[config.mk]
export PLATFORM = sky130hd
export DESIGN_NAME = ioctl_upload_server_flat
export DESIGN_NICKNAME = d
export VERILOG_FILES = /design/src/rtl/zaxxon_ioctl_pkg.sv /design/src/rtl/ioctl_upload_server_if.sv /design/src/rtl/ioctl_upload_server.sv /design/src/flat_wrapper.sv
export SDC_FILE = /design/constraint.sdc
export NUM_CORES = 1
export LEC_CHECK = 0
export BUFFER_PORTS_ARGS = -buffer_cell sky130_fd_sc_hd__buf_2
export CAP_MARGIN = 20
export CORE_UTILIZATION = 43
export DETAILED_ROUTE_END_ITERATION = 10
export GPL_TIMING_DRIVEN = 0
export PLACE_DENSITY = 0.75
export SETUP_SLACK_MARGIN = 0.15
export SYNTH_ARGS = -nofsm -noshare
export SYNTH_HDL_FRONTEND = slang
export SYNTH_SLANG_ARGS = --single-unit
[constraint.sdc]
create_clock -name clk_sys -period 2.3 [get_ports clk_sys]
set_input_delay 0.46 -clock clk_sys [delete_from_list [all_inputs] [get_ports clk_sys]]
set_output_delay 0.46 -clock clk_sys [all_outputs]
set_load 0.01 [all_outputs]
[src/rtl/zaxxon_ioctl_pkg.sv]
// Shared types and constants for the zaxxon ioctl upload/download path.
package zaxxon_ioctl_pkg;

    typedef enum logic [2:0] {
        ST_IDLE,
        ST_REQ,
        ST_READY,
        ST_FETCH,
        ST_DONE
    } state_e;

    localparam logic [7:0]  IDX_ROM     = 8'd0;
    localparam logic [7:0]  IDX_UPLOAD  = 8'd4;
    localparam logic [7:0]  IDX_DIP     = 8'd254;
    localparam logic [7:0]  PAD_DEFAULT = 8'hFF;

    localparam int unsigned IOCTL_AW    = 25;
    localparam int unsigned CNT_W       = 3;

endpackage

[src/rtl/ioctl_upload_server_if.sv]
// hps_io ioctl byte channel: request side (master = hps_io) and serving side (slave).
interface ioctl_upload_server_if;
    import zaxxon_ioctl_pkg::*;

    logic                ioctl_upload;
    logic [7:0]          ioctl_index;
    logic                ioctl_rd;
    logic [IOCTL_AW-1:0] ioctl_addr;
    logic [7:0]          ioctl_din;
    logic                ioctl_wait;

    modport master (
        output ioctl_upload, ioctl_index, ioctl_rd, ioctl_addr,
        input  ioctl_din, ioctl_wait
    );

    modport slave (
        input  ioctl_upload, ioctl_index, ioctl_rd, ioctl_addr,
        output ioctl_din, ioctl_wait
    );

endinterface

[src/rtl/ioctl_upload_server.sv]
// Serves save-RAM bytes to the HPS during an ioctl upload, pausing the core while it does.
module ioctl_upload_server
    import zaxxon_ioctl_pkg::*;
#(
    parameter int unsigned AW           = 12,
    parameter int unsigned SIZE         = 4096,
    parameter int unsigned BASE         = 0,
    parameter int unsigned RD_LAT       = 1,
    parameter logic [7:0]  UPLOAD_INDEX = IDX_UPLOAD,
    parameter logic [7:0]  PAD          = PAD_DEFAULT
) (
    input  logic                 clk_sys,
    input  logic                 reset,
    ioctl_upload_server_if.slave hps,
    output logic                 pause_req,
    input  logic                 pause_ack,
    output logic [AW-1:0]        ram_addr,
    output logic                 ram_rd,
    input  logic [7:0]           ram_dout,
    output logic                 busy,
    output logic                 err
);

    state_e            state_q, state_d;
    logic [CNT_W-1:0]  cnt_q, cnt_d;
    logic [7:0]        din_q, din_d;
    logic              wait_q, wait_d;
    logic              pause_q, pause_d;
    logic [AW-1:0]     raddr_q, raddr_d;
    logic              rrd_q, rrd_d;
    logic              busy_q, busy_d;
    logic              err_q, err_d;

    logic              active_c;
    logic              in_range_c;

    // Upload window addressed to us; upper address bits only matter for the range test.
    assign active_c   = hps.ioctl_upload && (hps.ioctl_index == UPLOAD_INDEX);
    assign in_range_c = 32'(hps.ioctl_addr) < SIZE;

    // Next-state and registered-output decode.
    always_comb begin
        state_d = state_q;
        cnt_d   = cnt_q;
        din_d   = din_q;
        wait_d  = wait_q;
        pause_d = pause_q;
        raddr_d = raddr_q;
        rrd_d   = 1'b0;
        err_d   = err_q;

        unique case (state_q)
            ST_IDLE: begin
                if (active_c) begin
                    state_d = ST_REQ;
                    pause_d = 1'b1;
                    wait_d  = 1'b1;
                end
            end
            ST_REQ: begin
                wait_d = 1'b1;
                if (!active_c) begin
                    state_d = ST_DONE;
                end else if (pause_ack) begin
                    state_d = ST_READY;
                    wait_d  = 1'b0;
                end
            end
            ST_READY: begin
                if (!active_c) begin
                    state_d = ST_DONE;
                end else if (!pause_ack) begin
                    // Core resumed under us: stall the HPS, RAM port is not ours.
                    wait_d = 1'b1;
                end else begin
                    wait_d = 1'b0;
                    if (hps.ioctl_rd) begin
                        if (in_range_c) begin
                            raddr_d = hps.ioctl_addr[AW-1:0] + AW'(BASE);
                            rrd_d   = 1'b1;
                            wait_d  = 1'b1;
                            cnt_d   = CNT_W'(RD_LAT);
                            state_d = ST_FETCH;
                        end else begin
                            din_d = PAD;
                        end
                    end
                end
            end
            ST_FETCH: begin
                if (active_c && hps.ioctl_rd) begin
                    err_d = 1'b1;
                end
                if (cnt_q == '0) begin
                    din_d   = ram_dout;
                    wait_d  = !pause_ack;
                    state_d = active_c ? ST_READY : ST_DONE;
                end else begin
                    cnt_d  = cnt_q - CNT_W'(1);
                    wait_d = 1'b1;
                end
            end
            ST_DONE: begin
                pause_d = 1'b0;
                wait_d  = 1'b0;
                state_d = ST_IDLE;
            end
            default: begin
                state_d = ST_IDLE;
            end
        endcase

        busy_d = (state_d != ST_IDLE);
    end

    // State and output registers, synchronous reset.
    always_ff @(posedge clk_sys) begin
        if (reset) begin
            state_q <= ST_IDLE;
            cnt_q   <= '0;
            din_q   <= '0;
            wait_q  <= 1'b0;
            pause_q <= 1'b0;
            raddr_q <= '0;
            rrd_q   <= 1'b0;
            busy_q  <= 1'b0;
            err_q   <= 1'b0;
        end else begin
            state_q <= state_d;
            cnt_q   <= cnt_d;
            din_q   <= din_d;
            wait_q  <= wait_d;
            pause_q <= pause_d;
            raddr_q <= raddr_d;
            rrd_q   <= rrd_d;
            busy_q  <= busy_d;
            err_q   <= err_d;
        end
    end

    assign hps.ioctl_din  = din_q;
    assign hps.ioctl_wait = wait_q;
    assign pause_req      = pause_q;
    assign ram_addr       = raddr_q;
    assign ram_rd         = rrd_q;
    assign busy           = busy_q;
    assign err            = err_q;

endmodule

[src/flat_wrapper.sv]
// flat-port wrapper written by rule: the top's interface ports become plain ports
module ioctl_upload_server_flat import zaxxon_ioctl_pkg::*;
#(
    parameter int unsigned AW           = 12,
    parameter int unsigned SIZE         = 4096,
    parameter int unsigned BASE         = 0,
    parameter int unsigned RD_LAT       = 1,
    parameter logic [7:0]  UPLOAD_INDEX = IDX_UPLOAD,
    parameter logic [7:0]  PAD          = PAD_DEFAULT
)
  (clk_sys, reset, pause_req, pause_ack, ram_addr, ram_rd, ram_dout, busy, err, hps_ioctl_upload, hps_ioctl_index, hps_ioctl_rd, hps_ioctl_addr, hps_ioctl_din, hps_ioctl_wait);
  ioctl_upload_server_if hps_i ();
  input  logic clk_sys;
  input  logic reset;
  output logic pause_req;
  input  logic pause_ack;
  output logic [AW-1:0] ram_addr;
  output logic ram_rd;
  input  logic [7:0] ram_dout;
  output logic busy;
  output logic err;
  input wire logic [$bits(hps_i.ioctl_upload)-1:0] hps_ioctl_upload;
  input wire logic [$bits(hps_i.ioctl_index)-1:0] hps_ioctl_index;
  input wire logic [$bits(hps_i.ioctl_rd)-1:0] hps_ioctl_rd;
  input wire logic [$bits(hps_i.ioctl_addr)-1:0] hps_ioctl_addr;
  output wire logic [$bits(hps_i.ioctl_din)-1:0] hps_ioctl_din;
  output wire logic [$bits(hps_i.ioctl_wait)-1:0] hps_ioctl_wait;
  assign hps_i.ioctl_upload = hps_ioctl_upload;
  assign hps_i.ioctl_index = hps_ioctl_index;
  assign hps_i.ioctl_rd = hps_ioctl_rd;
  assign hps_i.ioctl_addr = hps_ioctl_addr;
  assign hps_ioctl_din = hps_i.ioctl_din;
  assign hps_ioctl_wait = hps_i.ioctl_wait;
  ioctl_upload_server #(.AW(AW), .SIZE(SIZE), .BASE(BASE), .RD_LAT(RD_LAT), .UPLOAD_INDEX(UPLOAD_INDEX), .PAD(PAD)) u_core (.clk_sys(clk_sys), .reset(reset), .hps(hps_i), .pause_req(pause_req), .pause_ack(pause_ack), .ram_addr(ram_addr), .ram_rd(ram_rd), .ram_dout(ram_dout), .busy(busy), .err(err));
endmodule
==> impl_metrics.yaml, run 1 <==
synth:
  yosys-top-cells-area: "dfxtp_1, o31ai_2, o31ai_1"
  synth_mux_area_share_pct: 0
  synth_fa_ha_area_share_pct: 1.42
  synthesis.area_um2: 1770
  synth_compound_area_share_pct: 29.2
  synth_cell_types: 44
  synth.net_count: 256
  synth-seq-cells: 31
  ys_warn_count: 0
  ys.flop_type: "dfxtp_1"
  synth-xor-area-share_pct: 0.496
  synth_top_family_by_area: "compound AO/OA/AOI/OAI gates"
  syn_avg_cell_area_um2: 8.49
  synth_edf_count: 0
  synth_top_cell_by_area: "dfxtp_1"
  syn_inst: 208
  yosysSeqAreaShare_pct: 35.1
  yosysTopAreaCellShare_pct: 35.1
  synth-simple-area-share_pct: 25.8
  synthArstFlopShare_pct: 0
worst_hold_path:
  hp-class: "in2reg"
critical_path:
  crit_buf_inv: 3
  cp_common_cell: "buf_6"
  end_kind: "register"
  cp_slowest_stage_delay_ns: 0.52
  r2r_slack_ns: 0.24
  slowest_stage: "or4b_4"
  crit_chain: "buf_2 -> or4b_4 -> buf_6 -> or4_4 -> buf_6 -> o31ai_2 -> a21oi_1"
  crit_required_ns: 2.45
  cp-start-kind: "input port"
  crit_family: "simple AND/OR/NAND/NOR gates"
  cp.arrival_ns: 2.22
  crit_path_max_fanout: 10
  path_class: "in2reg"
global_routing:
  track_usage_pct: 21.0
  grt.overflow.total: 0
  grt_max_degree: 11
  grt_pass1_wl_um: 6970
  grt_antenna_before_repair: 0
  grt_pass1_vias: 1493
route:
  num_vias: 1854
  remaining_drc_errors: 0
  routed_wl_um: 4510
  ant_nets: 0
  drtIter0Drc: 149
  wl_per_cell_um: 13.5
  via_per_inst: 5.53
  dr.pass1.iters: 4
cells_and_area:
  drive_gt1_share_pct: 35.2
  layoutNonFillerInstCount: 335
  nNetsFinal: 334
  final_area_um2: 2310
  fin_util_pct: 60.9
  area_delta_synth_final_pct: 30.9
  diodes: 0
floorplanning:
  std_cell_rows: 22
  die_area_um2: 4370
  io_pins: 71
  core_area_um2: 3800
  die_w_um: 66.1
  dieHeight_um: 66.1
  start_util_pct: 46.5
sta:
  fin_hold_ws_ns: 0.428
  setup_viol: 0
  finalCritPeriodShare_pct: 90.0
  setup_slack_ns: 0.230
  slew_headroom_pct: 51.1
  hold_violations: 0
  clock_skew_ns: 0.00269
  tightest_slew_ns: 0.734
  fin_crit_ns: 2.07
  setup_tns_ns: 0
  rsz0062_at_grt: "no"
  drv_slew: 0
  fmax_mhz: 483
pwr:
  power.internal_mw: 0.850
  p_sw_share_pct: 23.2
  pwr-share-comb_pct: 7.8
  p_switching_mw: 0.257
  seqPwrFrac_pct: 48.5
  power_frac_clock_pct: 43.7
  vdd_drop_max_uv: 274
  powerDensity_nw_per_um2: 478
  finalPower_mw: 1.11
  leakagePower_nw: 0.987
clock_tree:
  cts_tree: "yes"
  root_buffer: "clkbuf_8"
  cts_buffers: 5
  clk_path_buf_depth: 2
  clock_sinks: 31
  clk_latency_ns: 0.28
  htreeDepth: 2
  cts.reportedPaths.clkPinSlew_ns: 0.07
job:
  cap_violations: 0
place:
  dp_cells: 325
  dp_slack_ns: -0.0771
  numPortBuffers: 69
  placed_cell_area_um2: 2170
  dp_hpwl_um: 3140
  gp_congestion: 0.883
run_status:
  run_status: "finished clean"
-- worst min-delay path: stages --
cell and delay, ns:
buf_2 0.09, nand3_1 0.05, a21oi_1 0.06
-- logic make-up after synthesis --
| logic type | count (synthesis) |
|---|---|
| compound gates | 68 |
| xor+xnor | 1 |
| fa+ha+maj | 2 |
| buf+inv | 33 |
| flops | 31 |
| simple gates | 73 |
-- what timing repair did --
action | CTS | global route
setup buffers | 0 | 2
endpoints found under the setup margin | 10 | 17
resized for setup | 1 | 4
hold buffers | 0 | 0
-- per-layer routing --
metal / track usage, % / vias to the layer above / wire length [um]
met4: 6.38 / 0 / 51
met1: 29.1 / 837 / 2090
li1: - / 937 / -
met3: 5.52 / 7 / 320
met5: 0 / - / 0
met2: 31.6 / 73 / 2050
-- power by group through the flow --
stage | Combinational [mW] | Sequential [mW] | Clock (mW)
2_1_floorplan | 0.0368 | 0.549 | 0
3_3_place_gp | 0.0841 | 0.549 | 0
3_5_place_dp | 0.0845 | 0.549 | 0
4_1_cts | 0.0858 | 0.537 | 0.494
5_1_grt | 0.0950 | 0.536 | 0.528
6_report | 0.0864 | 0.537 | 0.483
-- cell type report --
class / instances / area [um^2]
buffer: 22 / 104
clock buffer: 7 / 96.3
clock inverter: 1 / 7.51
fill: 348 / 1490
inverter: 11 / 41.3
multi-input combinational: 144 / 1020
sequential: 31 / 621
tap: 48 / 60.1
timing repair buffer: 71 / 360
-- sequential cells by signal (all words and copies together) (netlist names) --
| register | cells |
|---|---|
| u_core.err | 1 |
| u_core.state_q | 3 |
| u_core.cnt_q | 3 |
| u_core.pause_req | 1 |
| u_core.ram_addr | 12 |
| u_core.hps.ioctl_wait | 1 |
| u_core.busy | 1 |
| u_core.ram_rd | 1 |
| u_core.hps.ioctl_din | 8 |
-- placed cells by master (no fill, tap or decap), drive strengths merged, types with 3 or more instances in the layout --
| cell type | n |
|---|---|
| a2111oi | 3 |
| a211oi | 10 |
| a21oi | 16 |
| a31oi | 8 |
| and2 | 4 |
| buf | 77 |
| clkbuf | 23 |
| dfxtp | 31 |
| inv | 11 |
| nand2 | 4 |
| nand2b | 3 |
| nand3 | 14 |
| nand4 | 4 |
| nor2 | 16 |
| nor2b | 3 |
| nor3 | 4 |
| nor4 | 6 |
| nor4bb | 3 |
| o21ai | 3 |
| o31ai | 20 |
-- cell usage after synthesis (2+ instances only) --
library cell   n
inv_1         11
buf_2          2
nor2_1        16
a21oi_1       16
dfxtp_1       31
o31ai_1       11
a2111oi_0      3
and2_1         4
o31ai_2        8
o21a_1         2
clkbuf_1      15
nor3b_1        2
nor2b_1        3
nor4bb_1       3
nand3_1       14
nor4b_1        2
ha_1           2
nand2_1        4
a31oi_1        8
nand4_1        4
nor3_1         3
o21ai_0        3
nor4_2         3
o211ai_1       2
a211oi_1      10
nand2b_1       3
buf_1          3
nor4_1         3
buf_6          2
-- path summary, 6_finish.rpt --
kind                            depth (start not counted)                from                   to
worst min-delay path                                    3   hps_ioctl_addr[4]   u_core.ram_addr[4]
worst min register to register                          2  u_core.ram_addr[0]   u_core.ram_addr[0]
worst max register to register                          6   u_core.state_q[0]  u_core.ram_addr[11]
worst max-delay path                                    7  hps_ioctl_index[1]   u_core.ram_addr[4]
No activity file was read; power rests on OpenSTA's default activity.
==> run 2: changes to the inputs <==
Settings changed: CTS_BUF_LIST set to sky130_fd_sc_hd__clkbuf_16, GPL_TIMING_DRIVEN 0 to unset.
==> run 2 against run 1 <==
  * Via count increased by 0.49%
  * Largest cell class unchanged
  * Cell area grew 0.60%
  * Wire length is 3.5% higher
  * Critical path depth down 2
  * Core utilization increased by 0.36 points
  * Maximum frequency rose by 6.0%
  * Critical endpoint is now u_core.ram_addr[3]
  * Global-route usage increased by 1.2 points
  * Flip-flop and latch count is the same
  * Non-clock buffer count decreased by 11
  * Register-to-register slack gained 0.15 ns
  * Combinational power is 5.0% lower
==> impl_metrics.yaml, run 2 (same netlist as run 1, synthesis figures left out) <==
job:
  cap_violations: 0
sta:
  hold_violations: 0
  rsz0062_at_grt: "no"
  setup_tns_ns: 0
  fin_hold_ws_ns: 0.440
  setup_slack_ns: 0.348
  drv_slew: 0
  setup_viol: 0
  tightest_slew_ns: 0.650
  finalCritPeriodShare_pct: 84.9
  fin_crit_ns: 1.95
  slew_headroom_pct: 56.5
  clock_skew_ns: 0.00511
  fmax_mhz: 512
critical_path:
  crit_required_ns: 2.43
  crit_chain: "buf_2 -> or4b_4 -> or4_4 -> o31ai_2 -> a21oi_1"
  r2r_slack_ns: 0.39
  crit_buf_inv: 1
  slowest_stage: "or4_4"
  cp-start-kind: "input port"
  cp.arrival_ns: 2.08
  cp_slowest_stage_delay_ns: 0.63
  end_kind: "register"
  crit_path_max_fanout: 13
  crit_family: "simple AND/OR/NAND/NOR gates"
  path_class: "in2reg"
clock_tree:
  cts_resized: 0
  clock_sinks: 31
  clk_path_buf_depth: 2
  clk_latency_ns: 0.27
  cts.reportedPaths.clkPinSlew_ns: 0.05
  post_cts_buffers: 0
  cts_hold_buf: 0
  root_buffer: "clkbuf_16"
  cts_tree: "yes"
  htreeDepth: 2
  cts_buffers: 5
cells_and_area:
  diodes: 0
  layoutNonFillerInstCount: 323
  drive_gt1_share_pct: 38.2
  area_delta_synth_final_pct: 31.7
  largest_reg_flops: 12
  layout_commonest_cell: "buf_2"
  nNetsFinal: 323
  layout_common_cells: "buf_2, dfxtp_1, nor2_1, a21oi_1, nand3_1"
place:
  gp_congestion: 0.822
  dp_cells: 316
  numPortBuffers: 70
  dp_slack_ns: 0.0775
  dp_hpwl_um: 3150
pwr:
  leakagePower_nw: 1.01
  powerDensity_nw_per_um2: 576
  vdd_drop_max_uv: 431
  finalPower_mw: 1.34
global_routing:
  grt_pass1_vias: 1631
  grt_antenna_before_repair: 0
  track_usage_pct: 22.2
  grt_max_degree: 30
  grt_pass1_wl_um: 7370
  grt.overflow.total: 0
route:
  via_per_inst: 5.77
  ant_nets: 0
  wl_per_cell_um: 14.5
  drtIter0Drc: 108
  remaining_drc_errors: 0
  dr.pass1.iters: 4
  num_vias: 1863
  routed_wl_um: 4670
run_status:
  run_status: "finished clean"
floorplanning:
  start_util_pct: 46.5
  io_pins: 71
  die_w_um: 66.1
  dieHeight_um: 66.1
  die_area_um2: 4370
  std_cell_rows: 22
  core_area_um2: 3800
worst_hold_path:
  hp-class: "in2reg"
run 2: cell types whose count changed in the layout (fill, tap and decap cells not counted), moves of 2 or more:
cell	delta
buf_1	-3
buf_4	+10
buf_6	-2
clkbuf_1	-14
clkbuf_16	+5
clkbuf_8	-7
nor4_2	+2
nor4_4	-2
run 2: per-layer routing:
| layer | wire (um) | vias up | part of all wire [%] | GRT usage [%] |
|---|---|---|---|---|
| met5 | 0 | - | 0 | 0 |
| met4 | 74 | 0 | 1.6 | 9.04 |
| met3 | 266 | 8 | 5.7 | 5.69 |
| met2 | 2170 | 68 | 46 | 36.0 |
| met1 | 2160 | 871 | 46 | 28.0 |
| li1 | - | 916 | - | - |
run 2: worst register-to-register path, delay by kind of cell, from the launching register on:
family	cells	cell delay (ns)
compound gates	2	0.35
simple gates	2	1.08
flops	1	0.34
run 2: per-stage QoR:
stage / utilization (%) / instance area, um^2
floorplan: - / 1770
global placement: 57.0 / 2170
detailed placement: 57.0 / 2170
CTS: 61.2 / 2330
global route: 61.2 / 2330
finish: 61.2 / 2330
run 2: worst paths after layout:
kind / start / cells past startpoint / end
hold / removal: hps_ioctl_addr[11] / 3 / u_core.ram_addr[11]
setup reg to reg: u_core.state_q[1] / 4 / u_core.ram_addr[3]
setup / recovery: hps_ioctl_index[1] / 5 / u_core.ram_addr[3]
hold reg to reg: u_core.ram_addr[9] / 2 / u_core.ram_addr[9]
run 2: power breakdown:
part,switching (mW),internal [mW]
logic,0.0428,0.0392
clock network,0.220,0.499
registers,0.0000729,0.538
total,0.263,1.08
run 2: final cells by class:
class                      count  area (um^2)
fill                         342         1470
multi-input combinational    144         1000
sequential                    31          621
timing repair buffer          82          440
clock buffer                   5          125
tap                           48         60.1
inverter                      11         41.3
clock inverter                 2         33.8
==> run 3: changes to the inputs <==
Settings changed: ABC_AREA set to 1, CORE_UTILIZATION 43 to 46, PLACE_DENSITY 0.75 to 0.79.
Clock period 2.3 ns to 1.85 ns, I/O delays scaled along.
==> run 3 against run 2 <==
  * Cell count up 6.5%
  * Via count down 14%
  * Critical path depth up 6
  * Non-clock buffer count down 8
  * Cell area down 12%
  * Sequential share of layout area up 3.6 points
  * Core utilization up 5.4 points
  * Combinational power down 6.3%
  * Worst hold slack worse by 0.12 ns
  * Clock-buffer cell count unchanged
  * Critical endpoint is now u_core.busy
==> impl_metrics.yaml, run 3 <==
critical_path:
  path_class: "reg2reg"
  cp.arrival_ns: 1.65
  crit_path_max_fanout: 4
  crit_required_ns: 2.01
  end_kind: "register"
  cp-start-kind: "register"
synth:
  synth_edf_count: 0
  yosys-top-cells-area: "dfxtp_1, nor2_1, nand2_1"
  ys_warn_count: 0
  synth.net_count: 273
  synthesis.area_um2: 1500
  synth_compound_area_share_pct: 10.1
  syn_inst: 225
  synth-simple-area-share_pct: 39.1
  synth_mux_area_share_pct: 0
  yosysTopAreaCellShare_pct: 41.3
  synth_top_cell_by_area: "dfxtp_1"
  synth_fa_ha_area_share_pct: 1.66
  synth_cell_types: 24
  syn_avg_cell_area_um2: 6.68
  synth_common_cells: "nor2_1, nand2_1, dfxtp_1"
  synth_top_family_by_area: "simple AND/OR/NAND/NOR gates"
  synth.most_common_cell: "nor2_1"
  synthArstFlopShare_pct: 0
  synth-seq-cells: 31
  ys.flop_type: "dfxtp_1"
  yosysSeqAreaShare_pct: 41.3
  synth-xor-area-share_pct: 0.582
cells_and_area:
  nNetsFinal: 347
  layout_common_cells: "nor2_1, buf_2, nand2_1"
  area_delta_synth_final_pct: 36.4
  drive_gt1_share_pct: 32.0
  final.fill_count: 296
  largest_reg_flops: 12
  diodes: 0
global_routing:
  grt_max_degree: 20
  grt_antenna_before_repair: 0
  grt_pass1_wl_um: 6200
  track_usage_pct: 23.4
  grt_pass1_vias: 1492
  grt.overflow.total: 0
clock_tree:
  cts_tree: "yes"
  cts_resized: 0
  htreeDepth: 2
  clock_sinks: 31
  post_cts_buffers: 0
  cts_buffers: 5
  cts_hold_buf: 0
  clk_path_buf_depth: 2
  cts.reportedPaths.clkPinSlew_ns: 0.05
  root_buffer: "clkbuf_16"
  clk_latency_ns: 0.27
sta:
  tightest_slew_ns: 0.390
  setup_viol: 0
  drv_slew: 0
  finalCritPeriodShare_pct: 80.7
  setup_slack_ns: 0.358
  rsz0062_at_grt: "no"
  hold_violations: 0
  slew_headroom_pct: 74.0
  fin_hold_ws_ns: 0.321
  setup_tns_ns: 0
  fin_crit_ns: 1.49
  fmax_mhz: 670
  clock_skew_ns: 0.00632
pwr:
  pwr-share-comb_pct: 5.1
  seqPwrFrac_pct: 44.3
  powerDensity_nw_per_um2: 736
  leakagePower_nw: 1.07
  vdd_drop_max_uv: 643
  p_sw_share_pct: 20.6
  p_switching_mw: 0.312
  power.internal_mw: 1.20
  power_frac_clock_pct: 50.6
place:
  gp_congestion: 0.829
  dp_hpwl_um: 2570
  dp_slack_ns: 0.141
  numPortBuffers: 70
floorplanning:
  die_w_um: 59.2
  io_pins: 71
  core_area_um2: 3080
  dieHeight_um: 59.2
  std_cell_rows: 20
  die_area_um2: 3500
  start_util_pct: 48.9
route:
  wl_per_cell_um: 10.2
  ant_nets: 0
  remaining_drc_errors: 0
  routed_wl_um: 3520
  via_per_inst: 4.68
  drtIter0Drc: 48
  dr.pass1.iters: 4
  num_vias: 1609
run_status:
  run_status: "finished clean"
job:
  cap_violations: 0
worst_hold_path:
  hp-class: "in2reg"
run 3: cells by family after synthesis:
group,Yosys count
simple gates,137
flops,31
buf+inv,28
compound gates,26
fa+ha+maj,2
xor+xnor,1
run 3: path summary, 6_finish.rpt:
path                      start                  end  slack, ns  cells past startpoint
min          hps_ioctl_addr[11]  u_core.ram_addr[11]       0.32                      3
max             u_core.cnt_q[0]          u_core.busy       0.36                     11
min reg2reg          u_core.err           u_core.err       0.45                      2
max reg2reg     u_core.cnt_q[0]          u_core.busy       0.36                     11
run 3: worst max-delay path, stage by stage, from the launching register on:
cell     delay [ns]
dfxtp_1        0.29
inv_1          0.11
ha_1           0.17
nand2_1        0.08
nor2_2         0.16
inv_2          0.07
nand2_1        0.10
a21oi_2        0.05
nand2_1        0.15
nand2_1        0.07
nand2_1        0.07
nand2_1        0.05
run 3: through the flow:
stage               total power, mW  area, um^2  util, %  cells
floorplan                     0.707        1500        -    225
global placement              0.759        1910     62.0    336
detailed placement            0.760        1910     62.0    336
CTS                            1.53        2050     66.6    344
global route                   1.57        2050     66.7    344
finish                         1.51        2050     66.7    344
run 3: routing by layer:
layer	part of all wire, %	track usage, %	up-vias
met5	0	0	-
met4	1.2	8.16	0
met3	4.9	5.24	4
met2	48	40.8	44
met1	46	28.2	699
li1	-	-	862
run 3: area by class of cell:
type                       count  area, um^2  share of cell area (%)
timing repair buffer          74         380                    18.5
tap                           44        55.1                    2.68
multi-input combinational    166         777                    37.9
inverter                      21        78.8                    3.84
sequential                    31         621                    30.2
clock inverter                 3        15.0                   0.732
clock buffer                   5         125                    6.10
run 3: power groups by stage:
stage / sequential (mW) / clock [mW] / combinational [mW]
6_report: 0.669 / 0.765 / 0.0769
5_1_grt: 0.668 / 0.810 / 0.0879
4_1_cts: 0.669 / 0.779 / 0.0776
3_5_place_dp: 0.683 / 0 / 0.0769
3_3_place_gp: 0.683 / 0 / 0.0757
2_1_floorplan: 0.683 / 0 / 0.0242
